==> src/rtl/vga_cmd_display.sv <==
// ---------------------------------------------------------------------------
// vga_cmd_display
//
// VGA display engine driven from a single fast clock. A tick counter divides
// clk down to the pixel rate. The horizontal and vertical counters, the sync
// pulses and the RGB outputs are all registered together, so the sync levels
// and colours always match the hcount/vcount values being presented.
//
// A small read FSM pulls command bytes from an external FIFO. The FIFO has an
// active-low empty flag and an active-low read strobe. The bytes program two
// 3-channel colour palettes (A and B) and a 2-bit display mode:
//   mode 0: solid A
//   mode 1: A on the left half, B on the right half
//   mode 2: checkerboard
//   mode 3: blank
//
// Optional feature (macro VGA_CMD_FRAME_SYNC_EN):
//   When the macro is defined, commands write shadow registers. These are
//   copied into the active set on the wrap to (0,0), so a frame never tears.
//   When it is undefined, commands write the active registers directly.
//
// Ports:
//   clk          system clock
//   rst          synchronous active-high reset
//   fifo_data    command byte from the FIFO
//   fifo_nef     FIFO not-empty flag
//   fifo_rd_n    FIFO read strobe, active low
//   hsync/vsync  sync outputs (polarity set by HSYNC_POL / VSYNC_POL)
//   red/green/blue  pixel colour, COLOR_W bits each
//   hcount/vcount   current pixel column / line
//   frame_start  one-clk pulse when the counters wrap to (0,0)
// ---------------------------------------------------------------------------
module vga_cmd_display #(
    parameter int CLK_DIV        = 3,
    parameter int CNT_W          = 12,
    parameter int H_VISIBLE      = 800,
    parameter int H_FRONT        = 40,
    parameter int H_SYNC         = 128,
    parameter int H_BACK         = 88,
    parameter int V_VISIBLE      = 600,
    parameter int V_FRONT        = 1,
    parameter int V_SYNC         = 4,
    parameter int V_BACK         = 23,
    parameter int HSYNC_POL      = 1,
    parameter int VSYNC_POL      = 1,
    parameter int COLOR_W        = 4,
    parameter int RD_LATCH_TICKS = 5,
    parameter int RD_GAP_TICKS   = 2,
    parameter int CHECK_SHIFT    = 5
) (
    input  logic               clk,
    input  logic               rst,
    input  logic [7:0]         fifo_data,
    input  logic               fifo_nef,
    output logic               fifo_rd_n,
    output logic               hsync,
    output logic               vsync,
    output logic [COLOR_W-1:0] red,
    output logic [COLOR_W-1:0] green,
    output logic [COLOR_W-1:0] blue,
    output logic [CNT_W-1:0]   hcount,
    output logic [CNT_W-1:0]   vcount,
    output logic               frame_start
);

    localparam int H_TOTAL  = H_VISIBLE + H_FRONT + H_SYNC + H_BACK;
    localparam int V_TOTAL  = V_VISIBLE + V_FRONT + V_SYNC + V_BACK;
    localparam int HS_START = H_VISIBLE + H_FRONT;
    localparam int HS_END   = HS_START + H_SYNC - 1;
    localparam int VS_START = V_VISIBLE + V_FRONT;
    localparam int VS_END   = VS_START + V_SYNC - 1;
    localparam int TICK_W   = $clog2(CLK_DIV + 1);
    localparam int RD_CNT_W = $clog2(RD_LATCH_TICKS + RD_GAP_TICKS + 1);
    localparam int VAL_W    = (COLOR_W > 4) ? COLOR_W : 4;

    typedef enum logic [1:0] {
        RD_IDLE = 2'd0,
        RD_WAIT = 2'd1,
        RD_GAP  = 2'd2
    } rd_state_t;

    // Fit the 4-bit command value to COLOR_W bits, LSB-aligned.
    // Wider channels are zero-extended; narrower ones keep the low bits.
    function automatic logic [COLOR_W-1:0] fit_val(input logic [3:0] v);
        logic [VAL_W-1:0] ext;
        ext = VAL_W'(v);
        return ext[COLOR_W-1:0];
    endfunction

    logic [TICK_W-1:0]             tick_r;
    logic [CNT_W-1:0]              h_next_s;
    logic [CNT_W-1:0]              v_next_s;
    logic                          wrap_s;
    logic                          hs_act_s;
    logic                          vs_act_s;

    logic                          nef_s;
    rd_state_t                     rd_state_r;
    logic [RD_CNT_W-1:0]           rd_cnt_r;
    logic [7:0]                    cmd_r;
    logic                          cmd_valid_r;

    // Palette index 0 = blue, 1 = green, 2 = red.
    // The cfg_* registers are the ones that command decode writes.
    logic [2:0][COLOR_W-1:0]       cfg_a_r;
    logic [2:0][COLOR_W-1:0]       cfg_b_r;
    logic [1:0]                    cfg_mode_r;
    logic [2:0][COLOR_W-1:0]       eff_a_s;
    logic [2:0][COLOR_W-1:0]       eff_b_s;
    logic [1:0]                    eff_mode_s;
    logic                          use_b_s;
    logic                          blank_s;
    logic [2:0][COLOR_W-1:0]       pix_s;

    // Next counter values, advanced only on the pixel tick.
    always_comb begin
        h_next_s = hcount;
        v_next_s = vcount;
        if (tick_r == TICK_W'(0)) begin
            if (hcount == CNT_W'(H_TOTAL - 1)) begin
                h_next_s = CNT_W'(0);
                if (vcount == CNT_W'(V_TOTAL - 1)) begin
                    v_next_s = CNT_W'(0);
                end else begin
                    v_next_s = vcount + CNT_W'(1);
                end
            end else begin
                h_next_s = hcount + CNT_W'(1);
            end
        end else begin
            h_next_s = hcount;
            v_next_s = vcount;
        end
        wrap_s   = (tick_r == TICK_W'(0)) && (h_next_s == CNT_W'(0)) && (v_next_s == CNT_W'(0));
        hs_act_s = (h_next_s >= CNT_W'(HS_START)) && (h_next_s <= CNT_W'(HS_END));
        vs_act_s = (v_next_s >= CNT_W'(VS_START)) && (v_next_s <= CNT_W'(VS_END));
    end

`ifdef VGA_CMD_FRAME_SYNC_EN
    logic [2:0][COLOR_W-1:0] act_a_r;
    logic [2:0][COLOR_W-1:0] act_b_r;
    logic [1:0]              act_mode_r;

    // Commit the shadow set on the wrap to (0,0).
    // A write decoded in this same cycle lands in cfg_* only, so it waits
    // for the following frame.
    always_ff @(posedge clk) begin
        if (rst) begin
            act_a_r    <= '0;
            act_b_r    <= '0;
            act_mode_r <= 2'd0;
        end else if (wrap_s) begin
            act_a_r    <= cfg_a_r;
            act_b_r    <= cfg_b_r;
            act_mode_r <= cfg_mode_r;
        end
    end

    // Pixel (0,0) is computed on the commit edge, so it already uses the
    // new set.
    always_comb begin
        if (wrap_s) begin
            eff_a_s    = cfg_a_r;
            eff_b_s    = cfg_b_r;
            eff_mode_s = cfg_mode_r;
        end else begin
            eff_a_s    = act_a_r;
            eff_b_s    = act_b_r;
            eff_mode_s = act_mode_r;
        end
    end
`else
    // Commands act on the active registers directly.
    always_comb begin
        eff_a_s    = cfg_a_r;
        eff_b_s    = cfg_b_r;
        eff_mode_s = cfg_mode_r;
    end
`endif

    // Colour of the pixel about to be presented.
    always_comb begin
        use_b_s = 1'b0;
        blank_s = 1'b0;
        case (eff_mode_s)
            2'd0:    use_b_s = 1'b0;
            2'd1:    use_b_s = (h_next_s >= CNT_W'(H_VISIBLE / 2));
            2'd2:    use_b_s = h_next_s[CHECK_SHIFT] ^ v_next_s[CHECK_SHIFT];
            2'd3:    blank_s = 1'b1;
            default: blank_s = 1'b1;
        endcase
        if (blank_s || (h_next_s >= CNT_W'(H_VISIBLE)) || (v_next_s >= CNT_W'(V_VISIBLE))) begin
            pix_s = '0;
        end else if (use_b_s) begin
            pix_s = eff_b_s;
        end else begin
            pix_s = eff_a_s;
        end
    end

    // Pixel-rate timing and registered video outputs.
    always_ff @(posedge clk) begin
        if (rst) begin
            tick_r      <= TICK_W'(0);
            hcount      <= CNT_W'(0);
            vcount      <= CNT_W'(0);
            hsync       <= ~1'(HSYNC_POL);
            vsync       <= ~1'(VSYNC_POL);
            red         <= '0;
            green       <= '0;
            blue        <= '0;
            frame_start <= 1'b0;
        end else begin
            tick_r      <= (tick_r == TICK_W'(CLK_DIV - 1)) ? TICK_W'(0) : tick_r + TICK_W'(1);
            frame_start <= wrap_s;
            if (tick_r == TICK_W'(0)) begin
                hcount <= h_next_s;
                vcount <= v_next_s;
                hsync  <= hs_act_s ? 1'(HSYNC_POL) : ~1'(HSYNC_POL);
                vsync  <= vs_act_s ? 1'(VSYNC_POL) : ~1'(VSYNC_POL);
                red    <= pix_s[2];
                green  <= pix_s[1];
                blue   <= pix_s[0];
            end
        end
    end

    // FIFO read FSM.
    // The GAP state lasts RD_GAP_TICKS-1 clks; the IDLE cycle that follows
    // supplies the last high clk of the strobe gap.
    always_ff @(posedge clk) begin
        if (rst) begin
            nef_s       <= 1'b0;
            rd_state_r  <= RD_IDLE;
            rd_cnt_r    <= RD_CNT_W'(0);
            fifo_rd_n   <= 1'b1;
            cmd_r       <= 8'h00;
            cmd_valid_r <= 1'b0;
        end else begin
            nef_s       <= fifo_nef;
            cmd_valid_r <= 1'b0;
            case (rd_state_r)
                RD_IDLE: begin
                    if (nef_s) begin
                        fifo_rd_n  <= 1'b0;
                        rd_cnt_r   <= RD_CNT_W'(0);
                        rd_state_r <= RD_WAIT;
                    end
                end
                RD_WAIT: begin
                    if (rd_cnt_r == RD_CNT_W'(RD_LATCH_TICKS - 1)) begin
                        cmd_r       <= fifo_data;
                        cmd_valid_r <= 1'b1;
                        fifo_rd_n   <= 1'b1;
                        rd_cnt_r    <= RD_CNT_W'(0);
                        rd_state_r  <= RD_GAP;
                    end else begin
                        rd_cnt_r <= rd_cnt_r + RD_CNT_W'(1);
                    end
                end
                RD_GAP: begin
                    if (rd_cnt_r >= RD_CNT_W'(RD_GAP_TICKS - 2)) begin
                        rd_state_r <= RD_IDLE;
                    end else begin
                        rd_cnt_r <= rd_cnt_r + RD_CNT_W'(1);
                    end
                end
                default: begin
                    fifo_rd_n  <= 1'b1;
                    rd_state_r <= RD_IDLE;
                end
            endcase
        end
    end

    // Command decode: [7:6] opcode, [5:4] channel index, [3:0] value.
    always_ff @(posedge clk) begin
        if (rst) begin
            cfg_a_r    <= '0;
            cfg_b_r    <= '0;
            cfg_mode_r <= 2'd0;
        end else if (cmd_valid_r) begin
            case (cmd_r[7:6])
                2'b00: begin
                    case (cmd_r[5:4])
                        2'd0:    cfg_a_r[0] <= fit_val(cmd_r[3:0]);
                        2'd1:    cfg_a_r[1] <= fit_val(cmd_r[3:0]);
                        2'd2:    cfg_a_r[2] <= fit_val(cmd_r[3:0]);
                        default: cfg_a_r    <= cfg_a_r;
                    endcase
                end
                2'b01: begin
                    case (cmd_r[5:4])
                        2'd0:    cfg_b_r[0] <= fit_val(cmd_r[3:0]);
                        2'd1:    cfg_b_r[1] <= fit_val(cmd_r[3:0]);
                        2'd2:    cfg_b_r[2] <= fit_val(cmd_r[3:0]);
                        default: cfg_b_r    <= cfg_b_r;
                    endcase
                end
                2'b10:   cfg_mode_r <= cmd_r[1:0];
                default: cfg_mode_r <= cfg_mode_r;
            endcase
        end
    end

endmodule

==> config.mk <==
export PLATFORM = sky130hd
export DESIGN_NAME = vga_cmd_display
export DESIGN_NICKNAME = d
export VERILOG_FILES = /design/src/rtl/vga_cmd_display.sv
export SDC_FILE = /design/constraint.sdc
export NUM_CORES = 1
export LEC_CHECK = 0
export BUFFER_PORTS_ARGS = -buffer_cell sky130_fd_sc_hd__buf_4
export CORE_ASPECT_RATIO = 1.5
export CORE_MARGIN = 2
export CORE_UTILIZATION = 30
export DETAILED_ROUTE_END_ITERATION = 6
export PLACE_DENSITY_LB_ADDON = 0.25
export SLEW_MARGIN = 20
export SYNTH_ARGS = -nofsm -noshare
export SYNTH_HDL_FRONTEND = slang
export SYNTH_SLANG_ARGS = --single-unit
export TNS_END_PERCENT = 30
==> constraint.sdc <==
create_clock -name clk -period 2.7 [get_ports clk]
set_input_delay 0.81 -clock clk [delete_from_list [all_inputs] [get_ports clk]]
set_output_delay 0.81 -clock clk [all_outputs]
set_load 0.01 [all_outputs]
# [Yosys cells after proc, flatten, opt, wreduce, memory -nomap -nowiden]
# Index checks and enable logic that the tools add are counted.
[totals] regBits=83 input_bits=11
[op_classes] n_reduce_logical=26 order_cmp=8 eq_ne=17 n_bitwise=3 n_addsub=4 muxes=23
[ops] cell="12-bit two-way mux" n=7
[ops] cell="12-bit by 10-bit >= comparator with 1-bit output, second input constant" n=4
[ops] cell="3-bit AND reduction" n=9
[ops] cell="12-bit by 1-bit adder with 12-bit output, second input constant" n=2
[ops] cell="12-bit by 10-bit <= comparator with 1-bit output, second input constant" n=2
[ops] cell="12-bit zero test" n=2
[ops] cell="12-bit by 10-bit == test with 1-bit output, second input constant" n=1
[ops] cell="12-bit by 11-bit == test with 1-bit output, second input constant" n=1
[ops] cell="2-bit == test, second input constant" n=6
[ops] cell="12-bit by 9-bit >= comparator with 1-bit output, second input constant" n=1
[ops] cell="3-bit two-way mux" n=3
[ops] cell="3-bit one-hot mux with 3 select lines" n=1
[ops] cell="2-bit by 1-bit == test with 1-bit output, second input constant" n=4
[ops] cell="2-bit zero test" n=4
[ops] cell="2-bit inequality test, second input constant" n=4
[ops] cell="1-bit two-way mux" n=6
[ops] cell="2-bit two-way mux" n=3
[ops] cell="2-bit one-hot mux with 3 select lines" n=1
[ops] cell="1-bit logical AND" n=4
[ops] cell="2-bit AND reduction" n=2
[ops] cell="2-bit OR reduction" n=2
[ops] cell="3-bit by 1-bit adder with 3-bit output, second input constant" n=1
[ops] cell="3-bit == test, second input constant" n=1
[ops] cell="3-bit by 1-bit >= comparator with 1-bit output, second input constant" n=1
[ops] cell="other kinds (7)" n=9

# [Logic depth before layout (Yosys ltp)]
[depth] ltp_word=8 mapped_depth=13 mapped_depth_nobuf=10

# [Worst setup path after synthesis]
# Ideal clock, no wire load.
[synth_timing] path_kind="reg2reg" start="reg hcount[0]" end="reg blue[2]" setup_ns=0.069 arrival_time_ns=2.522 stages_incl_launch_ff=12 required_ns=2.631 synth_period_minus_slack_ns=2.591 slack_ns=0.109 cell_sequence="dfxtp_1 ha_1 and2_1 buf_4 nand4_1 nor4_2 mux2_2 o21a_1 nor2b_1 o211ai_2 buf_6 o21ai_1"
[synth_via] elab_chain_cells=7 elab_cells_between_ends=15
[synth_lines] item="start, declared" line_no="61" source="output logic [CNT_W-1:0] hcount,"
[synth_lines] item="start signal, assigned" line_no="217" source="hcount <= h_next_s;"
[synth_lines] item="12-bit by 1-bit adder with 12-bit output or 12-bit by 11-bit == test with 1-bit output (tied branches)" line_no="128, 120"
[synth_lines] item="12-bit two-way mux" line_no="120" source="if (hcount == CNT_W'(H_TOTAL - 1)) begin"
[synth_lines] item="12-bit two-way mux" line_no="119" source="if (tick_r == TICK_W'(0)) begin"
[synth_lines] item="12-bit by 9-bit >= comparator with 1-bit output, or another cell as far along" line_no="187" source="2'd1: use_b_s = (h_next_s >= CNT_W'(H_VISIBLE / 2));"
[synth_lines] item="1-bit one-hot mux with 2 select lines or 1-bit logical OR (tied branches)" line_no="185, 192"
[synth_lines] item="12-bit two-way mux or 1-bit logical OR (tied branches)" line_no="194, 192"
[synth_lines] item="12-bit two-way mux *" line_no="192" source="if (blank_s || (h_next_s >= CNT_W'(H_VISIBLE)) || (v_next_s >= CNT_W'(V_VISIBLE))) begin"
[synth_lines] item="end signal, assigned" line_no="223" source="blue <= pix_s[0];"
[synth_lines] item="end, declared" line_no="60" source="output logic [COLOR_W-1:0] blue,"
# Every way passes the cells marked *; elsewhere a longest branch is shown, timed or not.
# A chain may end at the register's enable or synchronous reset.

# [Final worst setup path]
[layout_timing] start="reg hcount[5]" end="reg red[0]"
[layout_via] elab_chain_cells=7 elab_cells_between_ends=15
[layout_lines] item="12-bit by 1-bit adder with 12-bit output or 12-bit by 11-bit == test with 1-bit output (tied branches)" line_no="128, 120"
[layout_lines] item="12-bit two-way mux" line_no="120"
[layout_lines] item="12-bit two-way mux" line_no="119"
[layout_lines] item="12-bit by 9-bit >= comparator with 1-bit output, or another cell as far along" line_no="187"
[layout_lines] item="1-bit one-hot mux with 2 select lines or 1-bit logical OR (tied branches)" line_no="185, 192"
[layout_lines] item="12-bit two-way mux or 1-bit logical OR (tied branches)" line_no="194, 192"
[layout_lines] item="12-bit two-way mux *" line_no="192"
[layout_lines] item="end signal, assigned" line_no="221" source="red <= pix_s[2];"
[layout_lines] item="end, declared" line_no="58" source="output logic [COLOR_W-1:0] red,"
# Marks and branches as above.

==> metrics <==
initial antenna violation count=0; CP arrival=about 2900 ps; yosys warns=0; P&R area growth vs syn=26.3%; Hold Path Depth=1; Final Hold Fails=0; DRC viols=0; clock buffer depth=2; Util after Layout=39.0%; DR WL/cell=~15 um; Post-synth ARST share=0%; worst skew pair latency=around 340 ps; leading post-synthesis cells by instance count=dfxtp_1, nor2_1, nand2_1; worst-case register-to-register setup slack=roughly 120 ps; Die Wd=between 90 and 100 um; Syn Nets=between 400 and 500; Max Slew Vio Count=0; TNS Setup=0 ps; status=finished clean; hold_buf cts=0; routed vias/inst=5.05; PwrDens=approximately 530 nW/um^2; I/O Pins=51; RSZ-0062 raised after global routing=false; overall die height=approximately 150 um; largest net degree at the start of global routing=64; vias=about 3500; Seq/Total Area, Yosys=41.2%; share of cells above drive strength 1=roughly 25%; Root Driver=clkbuf_16; shortest period the worst path allows=~2600 ps; CP Class=register to register; Leak=approximately 2.0 nW; top area cells in the synthesized netlist=dfxtp_1, mux2i_1, nor2_1; total track usage=roughly 14%; Final Skew=5.19 ps; Initial DRT Pass Iterations=4; Sink Count=83; Max Fclk=388 MHz; hold_sp=tick_r[0]; sequential share of power=46.6%; gr ovfl total=0; CTS Buf Count=9; ANT cells=0; synth unique cells=56; Synth Instances=about 460; logic gate share of total power=under 10%; HPWL after detailed placement=7910 um; fin nets=roughly 550; Mapped Avg Cell Area=just under 9 sq um; register area=1660 sq um; most common cell in the netlist=dfxtp_1; IR drop worst, VDD=212 uV; Slew @ Worst Pin=between 800 and 900 ps; Synth top area share=about two fifths; top_reg_cell synth=dfxtp_1; final setup violation count=0; multi-input logic area=between 2000 and 2500 sq um; Die Area=around 14000 sq um; FF-to-FF Start=hcount[5]; worst reg2reg endpoint=red[0]; routability cong.=approximately 0.95; Max Cap Viol=0; crit-path max FO=8; Fillers=roughly 1300; CTS tree=built; first-pass GRT wire length=roughly 17000 um; Starting Density=a little under a third; Worst Hold Class=register to register; WL final=between 10000 and 15000 um; #FFs+latches synth=83; DRT antenna net count=0; initial drt markers=approximately 110; post-CTS setup buffer count=0; Net Sw Frac=23.9%; PortBufs=50; Hold Path Sink=tick_r[0]; Worst slew margin=between 40% and 50%; std cell rows=51; H-tree depth=3; Tcrit/Tclk final=between 90% and 100%; Register-to-Register Path Depth=10; Core Region=between 10000 and 15000 sq um; vias in the first global route=between 3000 and 4000; Worst-path clk slew=60 ps; Yosys top cell by area=dfxtp_1; Internal=2.06 mW; Crit. End Element=register; required time at the worst-slack endpoint=between 2000 and 3000 ps; clock share of power=a little under half; Psw=between 0.6 and 0.7 mW; Post-synth EDFFs=0; mapped cell area=between 4000 and 5000 sq um; startpoint types=register
==> worst max path at each step <==
stage / slack [ps] / to / cells after the start / start
after global placement: 130 / red[0] / 10 / vcount[0]
after global routing: 5 / green[3] / 10 / hcount[5]
after floorplan: 110 / blue[2] / 11 / hcount[0]
final: 120 / red[0] / 10 / hcount[5]
after CTS: 80 / red[3] / 10 / hcount[5]
after detailed placement: 100 / red[3] / 10 / hcount[5]
==> final cells by class <==
class / instances / area share (%)
Multi-Input combinational cell: 338 / 43.5
Timing Repair Buffer: 89 / 13.4
Sequential cell: 83 / 32.6
Tap cell: 159 / 3.90
Clock inverter: 7 / 1.50
Clock buffer: 9 / 4.42
Inverter: 10 / 0.736
==> metrics by stage <==
| stage | power (mW) | instances | hold WS (ps) | area [sq um] | setup slack, ps |
|---|---|---|---|---|---|
| 2_1_floorplan | 1.41 | 462 | 400 | 4040 | 109 |
| 3_3_place_gp | 1.49 | 679 | 414 | 4740 | 126 |
| 3_5_place_dp | 1.49 | 679 | 419 | 4740 | 97.5 |
| 4_1_cts | 2.74 | 695 | 429 | 5040 | 81.4 |
| 5_1_grt | 2.81 | 695 | 446 | 5100 | 5.01 |
| 6_report | 2.70 | 695 | 423 | 5100 | 125 |
==> per-layer routing <==
| metal | up-vias | GRT usage, % | wire length [um] |
|---|---|---|---|
| li1 | 1749 | - | - |
| met1 | 1667 | 15.9 | 4100 |
| met2 | 71 | 26.3 | 5660 |
| met3 | 23 | 2.39 | 334 |
| met4 | 0 | 7.60 | 336 |
| met5 | - | 0 | 0 |
==> power groups by stage <==
stage | logic (mW) | registers, mW | clock network, mW
global route | 0.231 | 1.26 | 1.32
finish | 0.208 | 1.26 | 1.24
floorplan | 0.112 | 1.30 | 0
CTS | 0.209 | 1.26 | 1.27
detailed placement | 0.209 | 1.29 | 0
global placement | 0.206 | 1.29 | 0
==> flip-flops by register name, indices dropped and copies added, names as in the netlist, 2 cells and up <==
name and cells:
vcount 12, cfg_b_r 12, blue 4, hcount 12, tick_r 2, cfg_mode_r 2
red 4, rd_state_r 2, cmd_r 8, green 4, cfg_a_r 12, rd_cnt_r 3
==> layout by cell type, fill, tap and decap left out, types with 3 or more instances in the layout <==
cell type	instances
o21ai_1	10
a211oi_1	4
a21oi_1	21
nand3b_1	6
inv_1	10
nand4_1	10
buf_4	88
o21ai_0	7
clkbuf_16	9
nor2b_1	7
xnor2_1	13
nor3_1	11
nor3_2	3
mux2i_1	38
ha_1	9
nand2_1	49
dfxtp_1	83
a22oi_1	3
and3_1	3
nand3_1	12
nor4_1	4
nor2_1	66
o21bai_1	3
xor2_1	6
nor3b_1	10
or3_1	3
==> logic make-up (layout without fill, tap and decap cells) <==
group | count (synthesis) | after routing | synth area share [%]
AND/OR/NAND/NOR | 202 | 202 | 25.5
multiplexers | 41 | 41 | 10.2
XOR/XNOR | 20 | 20 | 4.34
adder cells (fa/ha/maj) | 9 | 9 | 2.79
buffers and inverters | 41 | 115 | 5.27
AO/OA/AOI/OAI | 66 | 66 | 10.7
flip-flops | 83 | 83 | 41.2
==> what timing repair did <==
| action | CTS | global route |
|---|---|---|
| endpoints found under the setup margin | 0 | 9 |
| resized for setup | 0 | 11 |
| endpoints found under the hold margin | 0 | 0 |
==> worst max-delay path: stages, from the launching register on <==
cell	delay, ps
dfxtp_1	310
buf_4	160
or4_4	530
nor4_4	300
nand2_1	150
o22ai_2	230
o22ai_2	110
o21ba_2	290
o211ai_4	100
buf_4	190
o21ai_1	130
No activity file was read; power rests on OpenSTA's default activity.
